$ cat src/rtl/instruction_fetch_unit_pkg.sv
// Shared MIPS pipeline definitions: text segment base, bubble encoding and
// the fetch FSM state type.
package mips_defs;

  localparam logic [31:0] TEXT_BASE = 32'h0040_0000;
  localparam logic [31:0] NOP       = 32'h0000_0000;

  typedef enum logic [1:0] {
    BOOT  = 2'd0,
    RUN   = 2'd1,
    FAULT = 2'd2
  } fetch_state_e;

endpackage

$ cat src/rtl/instruction_fetch_unit_next_pc.sv
// Combinational next-PC select (branch > jump > sequential) and the
// text-segment range/alignment check on the current PC.
module fetch_next_pc #(
  parameter logic [31:0] TEXT_BASE  = mips_defs::TEXT_BASE,
  parameter int unsigned TEXT_WORDS = 18
) (
  input  logic [31:0] pc_i,
  input  logic        branch_taken_i,
  input  logic [31:0] branch_target_i,
  input  logic        jump_i,
  input  logic [25:0] jump_index_i,
  input  logic [3:0]  pc_plus4_hi_i,
  output logic [31:0] next_pc_o,
  output logic        pc_ok_o
);

  localparam logic [31:0] TEXT_LAST = TEXT_BASE + 32'(4 * (TEXT_WORDS - 1));

  always_comb begin
    next_pc_o = pc_i + 32'd4;
    if (branch_taken_i) begin
      next_pc_o = branch_target_i;
    end else if (jump_i) begin
      // J/JAL region comes from the PC+4 of the jump sitting in IF/ID
      next_pc_o = {pc_plus4_hi_i, jump_index_i, 2'b00};
    end
  end

  assign pc_ok_o = (pc_i >= TEXT_BASE) && (pc_i <= TEXT_LAST) && (pc_i[1:0] == 2'b00);

endmodule

$ cat src/rtl/instruction_fetch_unit.sv
// MIPS fetch stage: PC register, fetch FSM and the IF/ID pipeline register.
// Redirects beat flush and stall; out-of-segment PCs park the FSM in FAULT.
module instruction_fetch_unit
  import mips_defs::*;
#(
  parameter logic [31:0] TEXT_BASE  = mips_defs::TEXT_BASE,
  parameter int unsigned TEXT_WORDS = 18
) (
  input  logic        clk,
  input  logic        reset,
  input  logic        stall,
  input  logic        flush,
  input  logic        branch_taken,
  input  logic [31:0] branch_target,
  input  logic        jump,
  input  logic [25:0] jump_index,
  input  logic [31:0] instruction,
  output logic [31:0] read_address,
  output logic [31:0] if_id_instruction,
  output logic [31:0] if_id_pc_plus4,
  output logic        if_id_valid,
  output logic        fetch_fault
);

  fetch_state_e state_q;
  logic [31:0]  pc_q;
  logic [31:0]  ifid_instr_q;
  logic [31:0]  ifid_pc4_q;
  logic         ifid_valid_q;
  logic         fault_q;

  logic [31:0]  pc_d;
  logic         pc_ok;
  logic         redirect;

  assign redirect = branch_taken | jump;

  fetch_next_pc #(
    .TEXT_BASE (TEXT_BASE),
    .TEXT_WORDS(TEXT_WORDS)
  ) u_next_pc (
    .pc_i           (pc_q),
    .branch_taken_i (branch_taken),
    .branch_target_i(branch_target),
    .jump_i         (jump),
    .jump_index_i   (jump_index),
    .pc_plus4_hi_i  (ifid_pc4_q[31:28]),
    .next_pc_o      (pc_d),
    .pc_ok_o        (pc_ok)
  );

  always_ff @(posedge clk) begin
    if (reset) begin
      state_q      <= BOOT;
      pc_q         <= TEXT_BASE;
      ifid_instr_q <= NOP;
      ifid_pc4_q   <= '0;
      ifid_valid_q <= 1'b0;
      fault_q      <= 1'b0;
    end else begin
      case (state_q)
        BOOT: begin
          ifid_instr_q <= NOP;
          ifid_pc4_q   <= '0;
          ifid_valid_q <= 1'b0;
          state_q      <= RUN;
        end
        RUN: begin
          if (!pc_ok) begin
            // The bad PC is frozen so software can see where fetch went wrong
            state_q      <= FAULT;
            fault_q      <= 1'b1;
            ifid_instr_q <= NOP;
            ifid_pc4_q   <= '0;
            ifid_valid_q <= 1'b0;
          end else if (redirect || flush) begin
            if (redirect) pc_q <= pc_d;
            ifid_instr_q <= NOP;
            ifid_pc4_q   <= '0;
            ifid_valid_q <= 1'b0;
          end else if (!stall) begin
            pc_q         <= pc_d;
            ifid_instr_q <= instruction;
            ifid_pc4_q   <= pc_d;
            ifid_valid_q <= 1'b1;
          end
        end
        FAULT: begin
          ifid_instr_q <= NOP;
          ifid_pc4_q   <= '0;
          ifid_valid_q <= 1'b0;
          if (redirect) begin
            pc_q    <= pc_d;
            state_q <= RUN;
            fault_q <= 1'b0;
          end
        end
        default: begin
          state_q <= BOOT;
        end
      endcase
    end
  end

  assign read_address      = pc_q;
  assign if_id_instruction = ifid_instr_q;
  assign if_id_pc_plus4    = ifid_pc4_q;
  assign if_id_valid       = ifid_valid_q;
  assign fetch_fault       = fault_q;

endmodule

$ cat config.mk
export PLATFORM = sky130hd
export DESIGN_NAME = instruction_fetch_unit
export DESIGN_NICKNAME = d
export VERILOG_FILES = /design/src/rtl/instruction_fetch_unit_pkg.sv /design/src/rtl/instruction_fetch_unit_next_pc.sv /design/src/rtl/instruction_fetch_unit.sv
export SDC_FILE = /design/constraint.sdc
export NUM_CORES = 1
export LEC_CHECK = 0
export ABC_AREA = 1
export BUFFER_PORTS_ARGS = -buffer_cell sky130_fd_sc_hd__buf_2
export CORE_ASPECT_RATIO = 1.2
export CORE_UTILIZATION = 30
export CTS_CLUSTER_SIZE = 25
export DETAILED_ROUTE_END_ITERATION = 10
export GPL_ROUTABILITY_DRIVEN = 1
export PLACE_DENSITY = 0.61
export SETUP_SLACK_MARGIN = 0.1
export SLEW_MARGIN = 20
export SYNTH_ARGS = -nofsm -noshare
export SYNTH_HDL_FRONTEND = slang
export SYNTH_SLANG_ARGS = --single-unit
$ cat constraint.sdc
create_clock -name clk -period 3.14 [get_ports clk]
set_input_delay 0.314 -clock clk [delete_from_list [all_inputs] [get_ports clk]]
set_output_delay 0.314 -clock clk [all_outputs]
set_load 0.03 [all_outputs]
## After elaboration in Yosys (flattened, before gate mapping)

Cells that the tools add are included.

| cells by class | value |
|---|---|
| mux-type cells | 24 |
| bitwise operators | 1 |
| reductions and logical operators | 12 |
| $add $sub $neg | 1 |
| order comparisons | 2 |
| equal/unequal tests | 7 |

Operators by type and width:

| kind | number |
|---|---|
| $mux 32 | 11 |
| $pmux 32 s2 | 3 |
| $add 32x3->32 const B | 1 |
| $ge 32x23->1 const B | 1 |
| $le 32x23->1 const B | 1 |
| $ne 2x2->1 const B | 3 |
| $pmux 2 s3 | 1 |
| $reduce_and 3->1 | 2 |
| $mux 1 | 5 |
| $logic_not 2->1 | 2 |
| $mux 2 | 2 |
| $ne 4x4->1 const B | 1 |
| $pmux 1 s2 | 2 |
| $reduce_and 2->1 | 2 |
| $reduce_bool 2->1 | 2 |
| $ne 3x3->1 const B | 1 |
| $eq 2x1->1 const B | 1 |
| $eq 2x2->1 const B | 1 |
| $logic_and 1x1->1 | 2 |
| $reduce_or 2->1 | 1 |
| $logic_or 1x1->1 | 1 |
| $or 1x1->1 | 1 |

| storage, ports and cells | value |
|---|---|
| register bits | 100 |
| bits of input ports | 96 |

## Longest topological paths before layout

Gate-level depths: netlist of run 1.

| logic depth | value |
|---|---|
| depth after elaboration | 7 |
| depth in mapped cells | 16 |
| gate-level depth less buffers | 14 |

## Cells and area by module

A second synthesis of run 1 with hierarchy kept.

| unflattened totals | value |
|---|---|
| cell total of the unflattened synthesis | 1047 |
| area total of the unflattened synthesis | 6283.5 µm² |

Modules (own cells, without submodules):

| module | instances | seq. area each (µm²) | cells an instance | area an instance (µm²) |
|---|---|---|---|---|
| instruction_fetch_unit | 1 | 2001.9 | 674 | 4529.3 |
| fetch_next_pc | 1 | 0.0 | 373 | 1754.2 |

## Worst setup path before layout of run 1

No wires, ideal clock.

| path | value |
|---|---|
| kind | register -> register |
| start point | register pc_q[2] (netlist: read_address[2]) |
| end point | register ifid_pc4_q[3] (netlist: if_id_pc_plus4[3]) |
| stages on the path, launching flop included | 15 |
| period minus slack after synthesis | 2.050 ns |
| data required time | 3.070 ns |
| arrival | 1.979 ns |
| setup slack | 1.090 ns |
| buffers on the path | 1 |
| cells stage by stage | dfxtp_1 -> inv_1 -> ha_1 -> inv_1 -> nand2_1 -> nand2_1 -> nand2_1 -> nand3_1 -> nand2_1 -> nand2_2 -> o21ai_4 -> inv_2 -> clkbuf_1 -> nand3_1 -> a21oi_1 |

| on the way | value |
|---|---|
| word-level cells in the longest chain between the ends | 7 |
| elaborated cells on any way between the ends | 13 |

Ends and longest elaborated chain:

| what | line | source |
|---|---|---|
| start: declaration | instruction_fetch_unit.sv:26 | `logic [31:0] pc_q;` |
| start signal: assignment | instruction_fetch_unit.sv:77 | `if (redirect) pc_q <= pc_d;` |
| start signal: assignment | instruction_fetch_unit.sv:82 | `pc_q <= pc_d;` |
| start signal: assignment | instruction_fetch_unit.sv:93 | `pc_q <= pc_d;` |
| $add 32x3->32 | instruction_fetch_unit_next_pc.sv:20 | `next_pc_o = pc_i + 32'd4;` |
| $mux 32 | instruction_fetch_unit_next_pc.sv:23 | `end else if (jump_i) begin` |
| $mux 32 | instruction_fetch_unit_next_pc.sv:21 | `if (branch_taken_i) begin` |
| $mux 32 | instruction_fetch_unit.sv:81 | `end else if (!stall) begin` |
| $mux 32 | instruction_fetch_unit.sv:76 | `end else if (redirect \|\| flush) begin` |
| $mux 32 | instruction_fetch_unit.sv:69 | `if (!pc_ok) begin` |
| $pmux 32 s2 | instruction_fetch_unit.sv:61 | `case (state_q)` |
| end signal: assignment | instruction_fetch_unit.sv:84 | `ifid_pc4_q <= pc_d;` |
| end: declaration | instruction_fetch_unit.sv:28 | `logic [31:0] ifid_pc4_q;` |

Several ways; a longest one is shown, not always the timed one. The select of a mux whose other input is x is not followed.
A chain may end at the register's enable or synchronous reset.

## Final worst setup path of run 1

| path | value |
|---|---|
| start point | register pc_q[2] (netlist: read_address[2]) |
| end point | register pc_q[14] (netlist: read_address[14]) |

| on the way | value |
|---|---|
| word-level cells in the longest chain between the ends | 7 |
| elaborated cells on any way between the ends | 14 |

Ends and longest elaborated chain:

| what | line |
|---|---|
| $add 32x3->32 | instruction_fetch_unit_next_pc.sv:20 |
| $mux 32 | instruction_fetch_unit_next_pc.sv:23 |
| $mux 32 | instruction_fetch_unit_next_pc.sv:21 |
| $mux 32 (on tied branches) | instruction_fetch_unit.sv:81, instruction_fetch_unit.sv:77, instruction_fetch_unit.sv:92 |
| $mux 32 | instruction_fetch_unit.sv:76 |
| $mux 32 | instruction_fetch_unit.sv:69 |
| $pmux 32 s2 | instruction_fetch_unit.sv:61 |

Several ways; a longest one is shown, not always the timed one. The select of a mux whose other input is x is not followed.

==> run_results.csv, run 1 <==
group,metric,value,unit
status,status,"finished clean",
clock_tree,clockRootBuffer,"clkbuf_16",
clock_tree,clock-sinks,100,
detailed_routing,drt_drc_violations_left,0,
timing,period_needed,2610,ps
setup_path,cp-end-kind,"flop",
power,clkPwrFrac,34.6,%
power,p_leak,0.00318,uW
setup_path,crit_top_cell,"nand2_1",
synthesis,yosys-top-cells-area,"dfxtp_1 (38%), nand2_1 (20%), nor2_1 (9.5%)",
clock_tree,cts_tree,"built",
floorplanning,start_util,30.8,%
floorplanning,rows,52,
detailed_routing,viasPerCell,4.74,
layout,fin_cells,1245,
timing,hold_violations,0,
setup_path,crit_chain,"inv_1 -> ha_1 -> inv_1 -> nand2_1 -> nand2_1 -> nand2_1 -> nand3_1 -> nand2_1 -> nand2_2 -> nand2_2 -> nand4_2 -> buf_4 -> o21ai_0 -> nor2_1",
global_routing,grt_pass1_wl,28300,um
setup_path,crit_path_max_incr_delay,530,ps
power,combPwrFrac,22.0,%
detailed_routing,ant_nets,0,
floorplanning,die-height,147,um
placement,portBuffers,193,
synthesis,yosysSeqAreaShare,38.2,%
timing,clock_skew,9.15,ps
synthesis,synth.distinct_cells,25,
power,p_per_area,498,nW/um^2
detailed_routing,vias,5899,
global_routing,grt_overflow,0,
synthesis,synthArstFlopShare,0,%
clock_tree,cts_resized,0,
layout,multi_input_area,2750,sq um
placement,routabilityCongestion,0.932,
synthesis,ys_ff_latch,100,
power,power.internal,2190,uW
timing,worst_slack,531,ps
detailed_routing,detail_route.wl_per_cell,14.5,um
synthesis,yosysWarnings,0,
setup_path,cp_top_family,"simple AND/OR/NAND/NOR gates",
synthesis,synth_area_leader_cell,"dfxtp_1",
timing,grt_setup_unrepaired,"false",
setup_path,arrival,2860,ps
timing,setup_viol,0,
power,switching_share,33.8,%
layout,final_common_cell,"nand2_1",
layout,layout.nets,1124,
clock_tree,clk_latency,350,ps
layout,area_growth,26.6,%
clock_tree,holdBufCountCts,0,
job,drv_cap,0,
detailed_routing,drtIter0Drc,294,
power,ir_drop,0.283,mV
timing,worst_pin_slew,1020,ps
setup_path,critical_path_class,"reg2reg",
timing,fmax,0.383,GHz
layout,fill_cells,1897,
global_routing,grt_max_degree,69,
floorplanning,core-area,17000,sq um
clock_tree,htree_levels,3,
setup_path,cp_max_fo,24,
timing,holdWs,220,ps
floorplanning,fp.dieW,123,um
layout,layout_common_cells,"nand2_1 (285), buf_2 (193), nor2_1 (133)",
timing,finalSetupTns,0,ps
synthesis,synthDominantCellAreaShare,38.2,%
power,p_seq_share,43.4,%
placement,dpl.cell_count,1229,
power,switchingPower,1120,uW
detailed_routing,dr.pass1.iters,5,
global_routing,grt_usage,20.3,%
clock_tree,clk_path_buf_depth,2,
global_routing,antenna_found_initial,4,
synthesis,syn-cell-area,5240,sq um
synthesis,synth_fp_nets,955,
detailed_routing,drt_wl_total,18100,um
clock_tree,post-cts-setup-buffer-count,0,
clock_tree,clk_pin_slew,80,ps
floorplanning,die_area,18000,sq um
clock_tree,cts_buffers,9,
setup_path,crit_slowest_cell,"nand4_2",
global_routing,grt_pass1_vias,5615,
worst_hold_path,hold_path.class,"in2reg",
synthesis,synth_ff_type,"dfxtp_1",
timing,fin_crit_sh,83.1,%
synthesis,synthCells,855,
timing,slew_violations,0,
setup_path,start_kind,"flop",
layout,seq_area,2000,sq um
floorplanning,io_pins,194,
setup_path,crit_buf_inv,3,
synthesis,synth.avg_cell_area,6.13,sq um
placement,place_ws,573,ps
setup_path,crit_required,3390,ps
timing,relSlewSlack,31.8,%
placement,dp_hpwl,13200,um
synthesis,synth_edf_count,0,
layout,drive_gt1_share,22.2,%
## kinds of logic (layout without fill, tap and decap cells)
family          after synthesis  count (layout)  synth area share [%]
buf+inv                     119             292                  9.32
simple gates                511             511                  39.5
compound gates              120             120                  11.9
other cells                   0               1                     0
flops                       100             100                  38.2
fa+ha+maj                     4               4                 0.956
xor+xnor                      1               1                 0.167
## tightest hold or removal path, cell delays in order
cell,delay (ps)
buf_2,90
nand3_1,70
a21oi_1,50
## path summary, 6_finish.rpt
kind	end	cells past startpoint	slack [ps]	start
hold / removal	if_id_instruction[13]	3	220	instruction[13]
hold reg to reg	if_id_pc_plus4[21]	2	440	if_id_pc_plus4[21]
setup / recovery	read_address[14]	14	530	read_address[2]
setup reg to reg	read_address[14]	14	530	read_address[2]
## Yosys cell counts, types with 3 or more instances
cell and count:
nand3_1 74, o211ai_1 3, o21ai_0 52, inv_2 3, nor2_1 133, inv_1 72, clkbuf_1 27, nand4_1 4
nand2_1 285, nor3_1 7, buf_2 12, dfxtp_1 100, a21oi_1 63, buf_4 3, ha_1 4
## power groups by stage
stage	clock network [uW]	logic, uW	registers (uW)
after floorplan	0	389	1550
after global placement	0	728	1460
after detailed placement	0	729	1460
after CTS	1180	732	1430
after global routing	1210	817	1440
final	1150	726	1430
## sequential cells by signal, indices dropped and copies added, names as in the netlist
name / flops
if_id_instruction: 32
if_id_pc_plus4: 32
read_address: 32
state_q: 2
fetch_fault: 1
if_id_valid: 1
## cell type report
class                   count  share of cell area [%]
diodes                      1                  0.0377
clock buffers              10                    3.45
flip-flops and latches    100                    30.2
inverters                  75                    4.24
well taps                 216                    4.07
repair buffers            202                    15.6
multi-input cells         636                    41.5
clock inverters             5                   0.905
## routing by layer
metal / GRT usage, % / wire, um / share of wire [%]
met1: 24.0 / 7420 / 41
met2: 34.2 / 8570 / 47
met5: 0 / 27 / 0.15
met4: 8.48 / 489 / 2.7
met3: 5.59 / 1610 / 8.9
## per-stage QoR
stage / util [%] / instance area [sq um] / power [uW]
after CTS: 39.0 / 6630 / 3350
after global placement: 37.3 / 6340 / 2190
after global routing: 39.1 / 6630 / 3470
after floorplan: - / 5240 / 1940
final: 39.1 / 6630 / 3310
after detailed placement: 37.3 / 6340 / 2190
(Power assumes the default switching activity.)
==> run 2: changes to the inputs <==
--- a/config.mk
+++ b/config.mk
@@ -12,7 +12,7 @@
 export CTS_CLUSTER_SIZE = 25
 export DETAILED_ROUTE_END_ITERATION = 10
 export GPL_ROUTABILITY_DRIVEN = 1
-export PLACE_DENSITY = 0.61
+export PLACE_DENSITY = 0.63
 export SETUP_SLACK_MARGIN = 0.1
 export SLEW_MARGIN = 20
 export SYNTH_ARGS = -nofsm -noshare
==> constraint.sdc (replaced) <==
create_clock -name clk -period 2.22 [get_ports clk]
set_input_delay 0.222 -clock clk [delete_from_list [all_inputs] [get_ports clk]]
set_output_delay 0.222 -clock clk [all_outputs]
set_load 0.03 [all_outputs]
==> run_results.csv, run 2 (synthesized netlist as in run 1, its figures left out) <==
group,metric,value,unit
timing,worst_slack,307,ps
floorplanning,io_pins,194,
setup_path,reg2reg_to,"read_address[18]",
clock_tree,cts_tree,"built",
global_routing,grt_overflow,0,
power,p_leak,0.00331,uW
setup_path,crit_slowest_cell,"dfxtp_1",
detailed_routing,topRoutingLayerUsed,"met5",
detailed_routing,drt_wl_total,18500,um
layout,multi_input_area,2770,sq um
setup_path,r2r_setup_slack,310,ps
detailed_routing,ant_nets,0,
setup_path,crit_buf_inv,0,
detailed_routing,wl_met2,8760,um
detailed_routing,dr_wl_met3,1640,um
detailed_routing,dr.pass1.iters,5,
detailed_routing,drt-met1-wl,7570,um
timing,fin_crit_sh,86.2,%
detailed_routing,drtIter0Drc,297,
placement,portBuffers,193,
timing,holdWs,122,ps
setup_path,arrival,2160,ps
setup_path,rr_worst_depth,9,
job,drv_cap,0,
global_routing,grt_usage,20.2,%
timing,slew_violations,0,
timing,hold_violations,0,
layout,seq_area,2000,sq um
floorplanning,rows,52,
placement,dp_hpwl,13400,um
setup_path,crit_path_start,"read_address[16]",
status,status,"finished clean",
global_routing,antenna_found_initial,5,
clock_tree,htree_levels,3,
setup_path,start_kind,"flop",
setup_path,crit_chain,"nand2_1 -> nor2_1 -> nand2_1 -> o21ai_1 -> nand3_1 -> o211ai_1 -> nand2_1 -> nor2_1 -> nor2_1",
floorplanning,die-height,147,um
layout,fin_area,6880,sq um
clock_tree,clk_path_buf_depth,2,
timing,setup_viol,0,
clock_tree,holdBufCountCts,0,
worst_hold_path,hold_path.class,"in2reg",
setup_path,crit_required,2470,ps
floorplanning,core-area,17000,sq um
timing,finalSetupTns,0,ps
placement,placed_cell_area,6500,sq um
global_routing,grt_pass1_wl,28100,um
layout,drive_gt1_share,23.7,%
detailed_routing,vias,5980,
clock_tree,cts_buffers,9,
floorplanning,start_util,30.8,%
setup_path,cp_max_fo,7,
detailed_routing,viasPerCell,4.73,
timing,grt_setup_unrepaired,"true",
placement,place_ws,288,ps
setup_path,crit_path_end,"read_address[18]",
global_routing,grt_pass1_vias,5551,
placement,routabilityCongestion,0.943,
detailed_routing,detail_route.wl_per_cell,14.7,um
setup_path,cp.depth,9,
timing,worst_pin_slew,405,ps
power,p_per_area,684,nW/um^2
detailed_routing,drt_drc_violations_left,0,
clock_tree,clock-sinks,100,
timing,relSlewSlack,73.0,%
timing,period_needed,1910,ps
power,ir_drop,0.367,mV
layout,layout_common_cells,"nand2_1 (285), buf_2 (193), nor2_1 (132)",
layout,fin_util,40.5,%
clock_tree,clk_latency,350,ps
floorplanning,die_area,18000,sq um
layout,fill_cells,1877,
clock_tree,clockRootBuffer,"clkbuf_16",
layout,area_growth,31.4,%
layout,layout.nets,1141,
setup_path,crit_path_max_incr_delay,510,ps
layout,final_common_cell,"nand2_1",
timing,fmax,0.523,GHz
setup_path,cp-end-kind,"flop",
global_routing,grt_max_degree,59,
setup_path,cp_top_family,"simple AND/OR/NAND/NOR gates",
clock_tree,clk_pin_slew,80,ps
setup_path,critical_path_class,"reg2reg",
setup_path,reg2reg_from,"read_address[16]",
timing,clock_skew,9.36,ps
floorplanning,fp.dieW,123,um
## run 2: cell types whose count changed in the layout (fill, tap and decap cells not counted), moves of 2 or more
| cell | change |
|---|---|
| clkbuf_16 | +2 |
| buf_12 | +5 |
| o21ai_1 | +2 |
| o21ai_0 | -2 |
| clkinv_4 | +3 |
| inv_6 | -2 |
| buf_4 | +10 |
## run 2: layout make-up
| type | instances | area share, % |
|---|---|---|
| multi-input cells | 636 | 40.2 |
| flip-flops and latches | 100 | 29.1 |
| repair buffers | 219 | 18.3 |
| inverters | 75 | 4.09 |
| well taps | 216 | 3.93 |
| clock buffers | 10 | 3.47 |
| clock inverters | 6 | 0.855 |
| diodes | 2 | 0.0727 |
## run 2: worst min path at each step
| stage | cells after the start | to | from |
|---|---|---|---|
| final | 3 | if_id_instruction[26] | instruction[26] |
| after floorplan | 2 | if_id_instruction[3] | instruction[3] |
| after CTS | 3 | if_id_instruction[26] | instruction[26] |
| after global routing | 3 | if_id_instruction[5] | instruction[5] |
| after detailed placement | 2 | if_id_pc_plus4[11] | if_id_pc_plus4[11] |
| after global placement | 2 | if_id_pc_plus4[15] | if_id_pc_plus4[15] |
## run 2: routing by layer
| metal | vias to the layer above | global-route usage [%] |
|---|---|---|
| met5 | - | 0 |
| met4 | 6 | 8.60 |
| met3 | 39 | 5.98 |
| met2 | 233 | 33.7 |
| met1 | 2637 | 23.6 |
| li1 | 3065 | - |
## run 2: timing repair
item,CTS,global route
setup buffers,0,2
endpoints found under the setup margin,0,27
endpoints found under the hold margin,0,0
gates resized for setup,0,4
## run 2: report_power, final
group | total (uW) | switching [uW] | internal (uW) | leakage [uW]
clock network | 1580 | 763 | 814 | 0.000147
logic | 1120 | 734 | 385 | 0.00235
registers | 2010 | 128 | 1880 | 0.000812
total | 4710 | 1620 | 3080 | 0.00331
## run 2: tightest hold or removal path, delay by kind of cell
family	cells	cell delay (ps)
simple gates	1	60
compound gates	1	50
buf+inv	1	90
## run 2: metrics by stage
stage | power, uW | cells
floorplan | 2740 | 855
finish | 4710 | 1264
CTS | 4730 | 1258
detailed placement | 3140 | 1242
global placement | 3130 | 1242
global route | 4960 | 1262
==> run 3: changes to the inputs <==
--- a/config.mk
+++ b/config.mk
@@ -8,11 +8,11 @@
 export ABC_AREA = 1
 export BUFFER_PORTS_ARGS = -buffer_cell sky130_fd_sc_hd__buf_2
 export CORE_ASPECT_RATIO = 1.2
-export CORE_UTILIZATION = 30
+export CORE_UTILIZATION = 45
 export CTS_CLUSTER_SIZE = 25
 export DETAILED_ROUTE_END_ITERATION = 10
 export GPL_ROUTABILITY_DRIVEN = 1
-export PLACE_DENSITY = 0.63
+export PLACE_DENSITY = 0.85
 export SETUP_SLACK_MARGIN = 0.1
 export SLEW_MARGIN = 20
 export SYNTH_ARGS = -nofsm -noshare
==> run_results.csv, run 3 (synthesized netlist as in run 1, its figures left out) <==
group,metric,value,unit
clock_tree,clock-sinks,100,
layout,final_common_cell,"nand2_1",
power,power.internal,3150,uW
detailed_routing,vias,6053,
layout,layout.nets,1134,
clock_tree,clk_latency,350,ps
global_routing,grt_max_degree,69,
timing,slew_violations,0,
floorplanning,io_pins,194,
power,p_seq_share,42.3,%
power,combPwrFrac,21.9,%
timing,period_needed,1920,ps
clock_tree,htree_levels,3,
floorplanning,fp.dieW,100,um
timing,setup_viol,0,
detailed_routing,detail_route.wl_per_cell,13.7,um
worst_hold_path,hp-start,"instruction[25]",
layout,layout_common_cells,"nand2_1 (285), buf_2 (193), nor2_1 (132)",
timing,holdWs,133,ps
power,p_leak,0.00326,uW
global_routing,grt_pass1_wl,25900,um
placement,routabilityCongestion,0.981,
setup_path,crit_required,2460,ps
global_routing,grt_overflow,0,
timing,clock_skew,7.87,ps
timing,worst_pin_slew,690,ps
global_routing,antenna_found_initial,0,
timing,hold_violations,0,
global_routing,grt_usage,27.1,%
job,drv_cap,0,
clock_tree,cts_tree,"built",
setup_path,reg2reg_to,"read_address[20]",
clock_tree,clk_pin_slew,80,ps
setup_path,arrival,2160,ps
power,clkPwrFrac,35.7,%
clock_tree,holdBufCountCts,0,
power,switchingPower,1620,uW
setup_path,reg2reg_from,"read_address[10]",
detailed_routing,ant_nets,0,
layout,fin_util,59.9,%
setup_path,r2r_setup_slack,300,ps
detailed_routing,dr.pass1.iters,6,
timing,fin_crit_sh,86.6,%
setup_path,cp-end-kind,"flop",
placement,portBuffers,193,
worst_hold_path,hold_path.class,"in2reg",
setup_path,cp_max_fo,6,
timing,grt_setup_unrepaired,"true",
floorplanning,rows,42,
power,switching_share,33.9,%
detailed_routing,drt_wl_total,16300,um
placement,dp_hpwl,12000,um
floorplanning,core-area,11200,sq um
clock_tree,cts_buffers,9,
power,p_per_area,710,nW/um^2
timing,finalSetupTns,0,ps
setup_path,rr_worst_depth,12,
setup_path,start_kind,"flop",
layout,fill_cells,1063,
detailed_routing,viasPerCell,5.07,
floorplanning,die_area,12100,sq um
clock_tree,clk_path_buf_depth,2,
setup_path,critical_path_class,"reg2reg",
worst_hold_path,min_to,"if_id_instruction[25]",
detailed_routing,drtIter0Drc,261,
floorplanning,start_util,46.8,%
layout,drive_gt1_share,23.5,%
timing,relSlewSlack,54.0,%
floorplanning,die-height,120,um
timing,fmax,0.520,GHz
layout,area_growth,28.1,%
clock_tree,clockRootBuffer,"clkbuf_16",
status,status,"finished clean",
worst_hold_path,whs_path_depth,3,
detailed_routing,drt_drc_violations_left,0,
power,ir_drop,0.480,mV
global_routing,grt_pass1_vias,5606,
run 3: per-layer routing:
layer / track usage (%) / wire [um] / vias to the layer above / share of wire (%)
met2: 45.2 / 7680 / 256 / 47
met1: 31.9 / 6570 / 2711 / 40
li1: - / - / 3047 / -
met3: 7.80 / 1510 / 39 / 9.2
met5: 0 / 0 / - / 0
met4: 12.6 / 568 / 0 / 3.5
run 3: per-stage QoR:
stage	instance area [sq um]	instances	setup WS, ps	power, uW
after floorplan	5240	855	170	2740
after global placement	6380	1177	313	3080
after detailed placement	6380	1177	237	3090
final	6710	1194	298	4770
after CTS	6700	1193	221	4780
after global routing	6710	1193	55.8	4990
run 3: power groups by stage:
stage	Combinational (uW)	Clock (uW)	Sequential, uW
floorplan	550	0	2190
global placement	1020	0	2060
detailed placement	1040	0	2050
CTS	1050	1720	2010
global route	1160	1790	2040
finish	1050	1700	2020
run 3: area by class of cell:
class	count	area, sq um	share of cell area (%)
diodes	1	2.50	0.0373
clock buffers	9	225	3.36
clock inverters	7	97.6	1.45
inverters	75	282	4.20
multi-input cells	636	2760	41.2
flip-flops and latches	100	2000	29.9
well taps	154	193	2.87
repair buffers	212	1150	17.1
run 3: how the worst max path moves through the flow:
stage | from | end | slack (ps) | cells after the start
finish | read_address[10] | read_address[20] | 300 | 12
global route | read_address[10] | read_address[20] | 60 | 12
detailed placement | read_address[2] | read_address[20] | 240 | 13
global placement | read_address[2] | read_address[20] | 310 | 13
floorplan | read_address[2] | if_id_pc_plus4[3] | 170 | 14
CTS | read_address[2] | read_address[20] | 220 | 13
run 3: critical path, cell delays in order (launching register included):
cell	delay, ps
dfxtp_1	440
nand2_1	150
nor2_1	260
inv_1	100
nor2_2	210
buf_4	160
nand2_1	60
nand2_1	60
nand2_1	50
nor2_1	80
o21ai_0	80
nor2_1	110
nor2_1	50
run 3: what timing repair did:
action / in CTS / in global routing
gates resized for setup: 0 / 4
endpoints found under the setup margin: 0 / 70
buffers inserted: 0 / 0
